[src/rtl/mult_pkg.sv]
// Shared constants for the sequential multiplier: FSM state encoding and default width.
package mult_pkg;

  localparam int WIDTH_DEFAULT = 8;

  typedef enum logic [1:0] {
    ST_IDLE = 2'd0,
    ST_RUN  = 2'd1,
    ST_DONE = 2'd2
  } state_t;

endpackage

[src/rtl/seq_mult_ctrl_if.sv]
// Operand/product handshake bundle between a producer/consumer and the multiplier.
interface seq_mult_ctrl_if #(
  parameter int WIDTH = mult_pkg::WIDTH_DEFAULT
);

  logic               in_valid;
  logic               in_ready;
  logic [WIDTH-1:0]   a;
  logic [WIDTH-1:0]   b;
  logic               out_valid;
  logic               out_ready;
  logic [2*WIDTH-1:0] out;
  logic               busy;

  // Side that supplies operands and consumes products.
  modport master (
    output in_valid, a, b, out_ready,
    input  in_ready, out_valid, out, busy
  );

  // The multiplier itself.
  modport slave (
    input  in_valid, a, b, out_ready,
    output in_ready, out_valid, out, busy
  );

endinterface

[src/rtl/seq_mult_ctrl_adder.sv]
// Single shared accumulate adder: {cout, sum} = x + y + cin, purely combinational.
module mult_acc_adder #(
  parameter int W = 16
) (
  input  logic [W-1:0] x,
  input  logic [W-1:0] y,
  input  logic         cin,
  output logic [W-1:0] sum,
  output logic         cout
);

  // Widen by one bit so the carry falls out of the top.
  always_comb begin
    {cout, sum} = {1'b0, x} + {1'b0, y} + {{W{1'b0}}, cin};
  end

endmodule

[src/rtl/seq_mult_ctrl.sv]
// Shift-add multiplier: one partial product per RUN cycle through a single shared adder.
module seq_mult_ctrl
  import mult_pkg::*;
#(
  parameter int WIDTH = WIDTH_DEFAULT
) (
  input  logic            clk,
  input  logic            rst,
  seq_mult_ctrl_if.slave  bus
);

  localparam int PW = 2 * WIDTH;
  localparam int CW = $clog2(WIDTH);
  localparam logic [CW-1:0] CNT_LAST = CW'(WIDTH - 1);

  state_t          state_reg;
  logic [WIDTH-1:0] a_reg;
  logic [WIDTH-1:0] b_reg;
  logic [PW-1:0]   acc_reg;
  logic [PW-1:0]   out_reg;
  logic [CW-1:0]   cnt_reg;
  logic            in_ready_reg;
  logic            out_valid_reg;
  logic            busy_reg;

  logic [PW-1:0]   addend;
  logic [PW-1:0]   acc_next;
  logic            adder_cout;

  // Partial product for the current bit: zero-extended multiplicand shifted into place, gated by a bit.
  always_comb begin
    addend = '0;
    if (a_reg[cnt_reg]) begin
      addend = {{WIDTH{1'b0}}, b_reg} << cnt_reg;
    end
  end

  mult_acc_adder #(.W(PW)) u_adder (
    .x    (acc_reg),
    .y    (addend),
    .cin  (1'b0),
    .sum  (acc_next),
    .cout (adder_cout)
  );

  // Controller FSM and datapath registers; handshake outputs are registered alongside the state.
  always_ff @(posedge clk) begin
    if (rst) begin
      state_reg     <= ST_IDLE;
      a_reg         <= '0;
      b_reg         <= '0;
      acc_reg       <= '0;
      out_reg       <= '0;
      cnt_reg       <= '0;
      in_ready_reg  <= 1'b1;
      out_valid_reg <= 1'b0;
      busy_reg      <= 1'b0;
    end else begin
      case (state_reg)
        ST_IDLE: begin
          if (bus.in_valid && in_ready_reg) begin
            a_reg        <= bus.a;
            b_reg        <= bus.b;
            acc_reg      <= '0;
            cnt_reg      <= '0;
            state_reg    <= ST_RUN;
            in_ready_reg <= 1'b0;
            busy_reg     <= 1'b1;
          end
        end
        ST_RUN: begin
          acc_reg <= acc_next;
          if (cnt_reg == CNT_LAST) begin
            out_reg       <= acc_next;
            state_reg     <= ST_DONE;
            out_valid_reg <= 1'b1;
          end else begin
            cnt_reg <= cnt_reg + CW'(1);
          end
        end
        ST_DONE: begin
          if (bus.out_ready) begin
            state_reg     <= ST_IDLE;
            out_valid_reg <= 1'b0;
            busy_reg      <= 1'b0;
            in_ready_reg  <= 1'b1;
          end
        end
        default: begin
          state_reg     <= ST_IDLE;
          out_valid_reg <= 1'b0;
          busy_reg      <= 1'b0;
          in_ready_reg  <= 1'b1;
        end
      endcase
    end
  end

  // The product always fits in PW bits, so the adder must never carry out while accumulating.
  always_ff @(posedge clk) begin
    if (!rst && state_reg == ST_RUN) begin
      assert (!adder_cout) else $error("seq_mult_ctrl: accumulate adder carried out");
    end
  end

  assign bus.in_ready  = in_ready_reg;
  assign bus.out_valid = out_valid_reg;
  assign bus.out       = out_reg;
  assign bus.busy      = busy_reg;

endmodule
[src/flat_wrapper.sv]
// flat-port wrapper written by rule: the top's interface ports become plain ports
module seq_mult_ctrl_flat import mult_pkg::*;
#(
  parameter int WIDTH = WIDTH_DEFAULT
)
  (clk, rst, bus_in_valid, bus_a, bus_b, bus_out_ready, bus_in_ready, bus_out_valid, bus_out, bus_busy);
  seq_mult_ctrl_if #(.WIDTH(WIDTH)) bus_i ();
  input  logic clk;
  input  logic rst;
  input wire logic [$bits(bus_i.in_valid)-1:0] bus_in_valid;
  input wire logic [$bits(bus_i.a)-1:0] bus_a;
  input wire logic [$bits(bus_i.b)-1:0] bus_b;
  input wire logic [$bits(bus_i.out_ready)-1:0] bus_out_ready;
  output wire logic [$bits(bus_i.in_ready)-1:0] bus_in_ready;
  output wire logic [$bits(bus_i.out_valid)-1:0] bus_out_valid;
  output wire logic [$bits(bus_i.out)-1:0] bus_out;
  output wire logic [$bits(bus_i.busy)-1:0] bus_busy;
  assign bus_i.in_valid = bus_in_valid;
  assign bus_i.a = bus_a;
  assign bus_i.b = bus_b;
  assign bus_i.out_ready = bus_out_ready;
  assign bus_in_ready = bus_i.in_ready;
  assign bus_out_valid = bus_i.out_valid;
  assign bus_out = bus_i.out;
  assign bus_busy = bus_i.busy;
  seq_mult_ctrl #(.WIDTH(WIDTH)) u_core (.clk(clk), .rst(rst), .bus(bus_i));
endmodule
[config.mk]
export PLATFORM = sky130hd
export DESIGN_NAME = seq_mult_ctrl_flat
export DESIGN_NICKNAME = d
export VERILOG_FILES = /design/src/rtl/mult_pkg.sv /design/src/rtl/seq_mult_ctrl_if.sv /design/src/rtl/seq_mult_ctrl_adder.sv /design/src/rtl/seq_mult_ctrl.sv /design/src/flat_wrapper.sv
export SDC_FILE = /design/constraint.sdc
export NUM_CORES = 1
export LEC_CHECK = 0
export ABC_AREA = 1
export CORE_ASPECT_RATIO = 1.1
export CORE_MARGIN = 8
export CORE_UTILIZATION = 25
export CTS_CLUSTER_SIZE = 20
export DETAILED_ROUTE_END_ITERATION = 6
export PLACE_DENSITY = 0.49
export SETUP_SLACK_MARGIN = 0.4
export SLEW_MARGIN = 30
export SYNTH_ARGS = -nofsm -noshare
export SYNTH_HDL_FRONTEND = slang
export SYNTH_SLANG_ARGS = --single-unit
[constraint.sdc]
create_clock -name clk -period 3.3 [get_ports clk]
set_input_delay 0.66 -clock clk [delete_from_list [all_inputs] [get_ports clk]]
set_output_delay 0.66 -clock clk [all_outputs]
set_load 0.05 [all_outputs]
# [Word level (Yosys, flattened, before mapping)]
# Cells that the tools add are included.
[totals] regBits=56 in_bits=20 out_inout_bits=19 word_cells=52
[classes] addsub=2 magnitude_cmp=1 eq_ne=7 shift=1 n_mux=20 bitwise=2 reduce_logical=10
[op_table] op="16-bit two-way mux" count=2
[op_table] op="16-bit case mux with 2 select lines" count=1
[op_table] op="16-bit adder" count=1
[op_table] op="8-bit by 3-bit << shifter with 16-bit output" count=1
[op_table] op="3-bit AND reduction" count=4
[op_table] op="1-bit case mux with 3 select lines" count=3
[op_table] op="1-bit two-way mux" count=6
[op_table] op="2-bit two-way mux" count=3
[op_table] op="3-bit two-way mux" count=2
[op_table] op="2-bit case mux with 3 select lines" count=1
[op_table] op="3-bit case mux with 2 select lines" count=1
[op_table] op="2-bit AND reduction" count=3
[op_table] op="3-bit by 4-bit less-than comparator with 1-bit output (second input constant)" count=1
[op_table] op="2-bit by 1-bit != test with 1-bit output (second input constant)" count=2
[op_table] op="2-bit != test (second input constant)" count=2
[op_table] op="3-bit by 1-bit adder with 3-bit output (second input constant)" count=1
[op_table] op="1-bit binary-select mux with 3-bit select" count=1
[op_table] op="3-bit equality test (second input constant)" count=1
[op_table] op="2-bit by 1-bit equality test with 1-bit output (second input constant)" count=1
[op_table] op="2-bit equality test (second input constant)" count=1
[op_table] op="2-bit logical NOT" count=1
[op_table] op="1-bit NOT" count=2
[op_table] op="2-bit nonzero test" count=1
[op_table] op="1-bit logical AND" count=1

# [Logic depth before layout (Yosys ltp)]
[depth] ltp_word=5 ltp_mapped=20 depth_no_buf=20

# [Modules after synthesis]
# From an unflattened synthesis, not the netlist that was laid out.
[unflattened] hier_cells=541 area_unflattened_um2=3492.1
[by_module_without_submodules] mod="seq_mult_ctrl" n_inst=1 cells_per_inst=357 area_per_inst_um2=2506.2 seq_area_each_um2=1121.1
[by_module_without_submodules] mod="mult_acc_adder" n_inst=1 cells_per_inst=184 area_per_inst_um2=985.9 seq_area_each_um2=0.0

# [Least setup slack after synthesis]
# Ideal clock, no wire load.
[synth_path] kind="flip-flop to flip-flop" startpoint="register u_core.cnt_reg[0]" endpoint="register u_core.acc_reg[12]" setup_ns=0.070 arrival_ns=2.316 required_time_ns=3.230 setup_slack_ns=0.914 stages_incl_launch_ff=19 path_buffers=2 period_less_slack_ns=2.386 path_cell_list="dfxtp_1 buf_4 buf_4 nor2_1 o22ai_1 nand2_1 nor3_1 ha_1 inv_1 fa_1 inv_1 nand3_1 nand2_1 nand3_1 nand3_1 nand2_1 nand2_1 nand2_1 a21oi_2"
[synth_via] elab_chain_cells=5 word_cells_on_any_way=6 classes_between="add/sub: 1; shift: 1; mux: 4"
[synth_rtl] item="start: declaration" line="seq_mult_ctrl.sv:21" text="logic [CW-1:0] cnt_reg;"
[synth_rtl] item="start signal: assignment" line="seq_mult_ctrl.sv:78" text="cnt_reg <= cnt_reg + CW'(1);"
[synth_rtl] item="1-bit binary-select mux with 3-bit select" line="seq_mult_ctrl.sv:33" text="if (a_reg[cnt_reg]) begin"
[synth_rtl] item="1-bit two-way mux (not written as such)" line="seq_mult_ctrl.sv:33"
[synth_rtl] item="16-bit two-way mux (*)" line="seq_mult_ctrl.sv:33"
[synth_rtl] item="16-bit adder (*)" line="seq_mult_ctrl_adder.sv:14" text="{cout, sum} = {1'b0, x} + {1'b0, y} + {{W{1'b0}}, cin};"
[synth_rtl] item="16-bit case mux with 2 select lines (*)" line="seq_mult_ctrl.sv:59" text="case (state_reg)"
[synth_rtl] item="end signal: assignment" line="seq_mult_ctrl.sv:72" text="acc_reg <= acc_next;"
[synth_rtl] item="end: declaration" line="seq_mult_ctrl.sv:19" text="logic [PW-1:0] acc_reg;"
# Mark *: on every way between the ends. The rest lies on a longest branch, timed or not. The select of a mux whose other input is x is not followed.
# A chain may end at the register's enable or synchronous reset.

# [Final worst setup path]
[layout_path] startpoint="register u_core.cnt_reg[0]" endpoint="register u_core.acc_reg[8]"
# Same word-level chain as after synthesis.

==> out/metrics.cfg <==
[floorplanning]
coreArea_mm2 = 0.0136
dieArea_mm2 = 0.0178
die_h_um = 139
rows = 45
io_pins = 39
start_util = 0.253
die_w_um = 128

[clock_network]
clk_pin_slew_ns = 0.08
clock_latency_ns = 0.30
cts.sinks = 56
root_buffer = clkbuf_16
cts_tree = done
htree_levels = 2
clock_tree.buffer_depth = 2
postCtsSetupBuffers = 0
cts_made_buffers = 5

[global_route]
antenna_found_initial = 0
grt_pass1_wl_um = 14600
grt.overflow.total = 0
grtUsageTotal = 0.0999
grt_max_degree = 33
grt_pass1_vias = 3030

[synth]
synth.area.top_cells = dfxtp_1, nand2_1, inv_1
ys_top_cells_by_count = nand2_1, inv_1, nor2_1
yosysMostFrequentCell = nand2_1
synth_cell_types = 34
ys_seq_area_frac = 0.325
netlist_instances = 522
syn_area_mm2 = 0.00344
yosys.area.top_type = dfxtp_1
synthArstFlopShare = 0
synth_edf_count = 0
postSynthAreaPerCell_um2 = 6.60
synth_flop_cell = dfxtp_1
synth_top_area_share = 0.325
ys_warn_count = 0
syn_nets = 560
ys_ff_latch = 56

[power_and_ir_drop]
clock_power_share = 0.318
switching_share = 0.331
p_total_mw = 1.75
power_frac_seq = 0.434
peakVddDrop_uv = 213
leakagePower_nw = 1.94
combPwrFrac = 0.248
power_density_mw_per_mm2 = 422
p_switching_mw = 0.580
p_int_mw = 1.17

[setup_path]
cp_num_cells = 15
rr_worst_depth = 15
cpPeakStageDelay_ns = 0.40
arrival_ns = 2.86
worstPathRequired_ns = 3.54
cp.buffers_inverters = 3
crit_chain = inv_2 -> nor2_1 -> o22ai_1 -> nand2_2 -> nor3_2 -> ha_1 -> inv_1 -> fa_1 -> inv_1 -> nand3_1 -> nand2_2 -> a21oi_1 -> xnor2_1 -> nand2_1 -> a21oi_2
endpoint_kind = register
path_max_fanout = 11
critPathKind = reg2reg
critPathSlowestCell = fa_1
path_delay_family = simple AND/OR/NAND/NOR gates
start_kind = register

[finish]
fin_nets = 591
drive_gt1_frac = 0.0940
seqCellArea_mm2 = 0.00113
n_antenna_cell = 0
multi_input_area_mm2 = 0.00194
fillers = 1553
syn_to_final_growth_pct = 20.8
fin_util = 0.306

[detailed_routing]
wirelength_um = 8780
vias = 3145
drc = 0
ant_nets = 0
viasPerCell = 4.24
initialDrtViolationCount = 140
routedWlPerCell_um = 11.8
firstDrtPassIters = 4

[timing]
slew_viol_final = 0
fin_tns_setup_ns = 0
setup_viol = 0
slew_headroom = 0.419
min_period_ns = 2.62
finalHoldViolations = 0
worst_slew_pin_slew_ns = 0.871
worst_slack_ns = 0.685
final.period_utilization = 0.792
max_freq_mhz = 382
rsz0062_at_grt = no
final.setup_skew_ns = 0.00713

[placement]
io_buffers = 38
dp_hpwl_um = 6890
dp_worst_setup_slack_ns = 0.454
gp_congestion = 0.908

[run_status]
status = complete, no violations

[hold_path]
min_path_cells = 2
worstHoldPathType = reg2reg

[job]
cap_violations = 0

==> cells by family (layout without fill, tap and decap cells) <==
logic type	Yosys count	in the layout	share of synthesized area
simple gates	247	247	0.305
compound gates	96	96	0.160
buf+inv	95	126	0.115
flops	56	56	0.325
fa+ha+maj	18	18	0.0676
xor+xnor	7	7	0.0178
mux	3	3	0.00872
==> repair_timing <==
| action | 4_1_cts | 5_1_grt |
|---|---|---|
| hold buffers | 0 | 0 |
| setup endpoints to repair | 0 | 21 |
| gates resized for setup | 0 | 8 |
==> layer usage <==
layer | wire length, um | GRT usage | up-vias
li1 | - | - | 1696
met1 | 4290 | 0.122 | 1388
met2 | 4000 | 0.168 | 52
met3 | 343 | 0.0227 | 9
met4 | 140 | 0.0338 | 0
met5 | 0 | 0 | -
==> cell type report <==
cell class / instances / area share
Tap cell: 188 / 0.0565
Clock inverter: 1 / 0.00210
Inverter: 76 / 0.0703
Clock buffer: 6 / 0.0334
Sequential cell: 56 / 0.271
Timing Repair Buffer: 43 / 0.100
Multi-Input combinational cell: 371 / 0.467
==> power groups by stage <==
stage / Clock (mW) / Combinational (mW) / Sequential (mW)
after global routing: 0.598 / 0.495 / 0.770
after global placement: 0 / 0.435 / 0.775
after detailed placement: 0 / 0.438 / 0.777
final: 0.557 / 0.435 / 0.762
after floorplan: 0 / 0.335 / 0.775
after CTS: 0.578 / 0.439 / 0.761
==> worst min-delay path, stage by stage (launching register included) <==
cell,delay [ns]
dfxtp_1,0.31
nand2_1,0.06
a21oi_1,0.05
==> path summary, 6_finish.rpt <==
check,startpoint,to,slack (ns)
setup / recovery,u_core.cnt_reg[0]$_SDFFE_PP0P_,u_core.acc_reg[8]$_SDFFE_PP0P_,0.68
hold / removal,u_core.bus.busy$_SDFFE_PP0P_,u_core.bus.busy$_SDFFE_PP0P_,0.46
setup reg to reg,u_core.cnt_reg[0]$_SDFFE_PP0P_,u_core.acc_reg[8]$_SDFFE_PP0P_,0.68
hold reg to reg,u_core.bus.busy$_SDFFE_PP0P_,u_core.bus.busy$_SDFFE_PP0P_,0.46
==> placed cells by master (no fill, tap or decap), types with 5 or more instances in the layout <==
cell type and count:
nand2_1 139, inv_1 66, nor2_1 61, dfxtp_1 54
clkdlybuf4s50_1 38, o21ai_1 25, o21ai_0 23, a21oi_1 23
nand3_1 17, ha_1 17, nand2_2 10, o21bai_1 9
a21oi_2 9, inv_2 7, nor3_1 7, clkbuf_16 5
buf_4 5
==> metrics by stage <==
| stage | std cells | instance area, um2 | hold WS, ns |
|---|---|---|---|
| final | 741 | 4160 | 0.464 |
| after CTS | 741 | 4140 | 0.463 |
| after detailed placement | 734 | 3990 | 0.452 |
| after global placement | 734 | 3990 | 0.441 |
| after floorplan | 522 | 3440 | 0.443 |
| after global routing | 741 | 4160 | 0.478 |
Note: power is estimated with default switching activity, not from simulation.
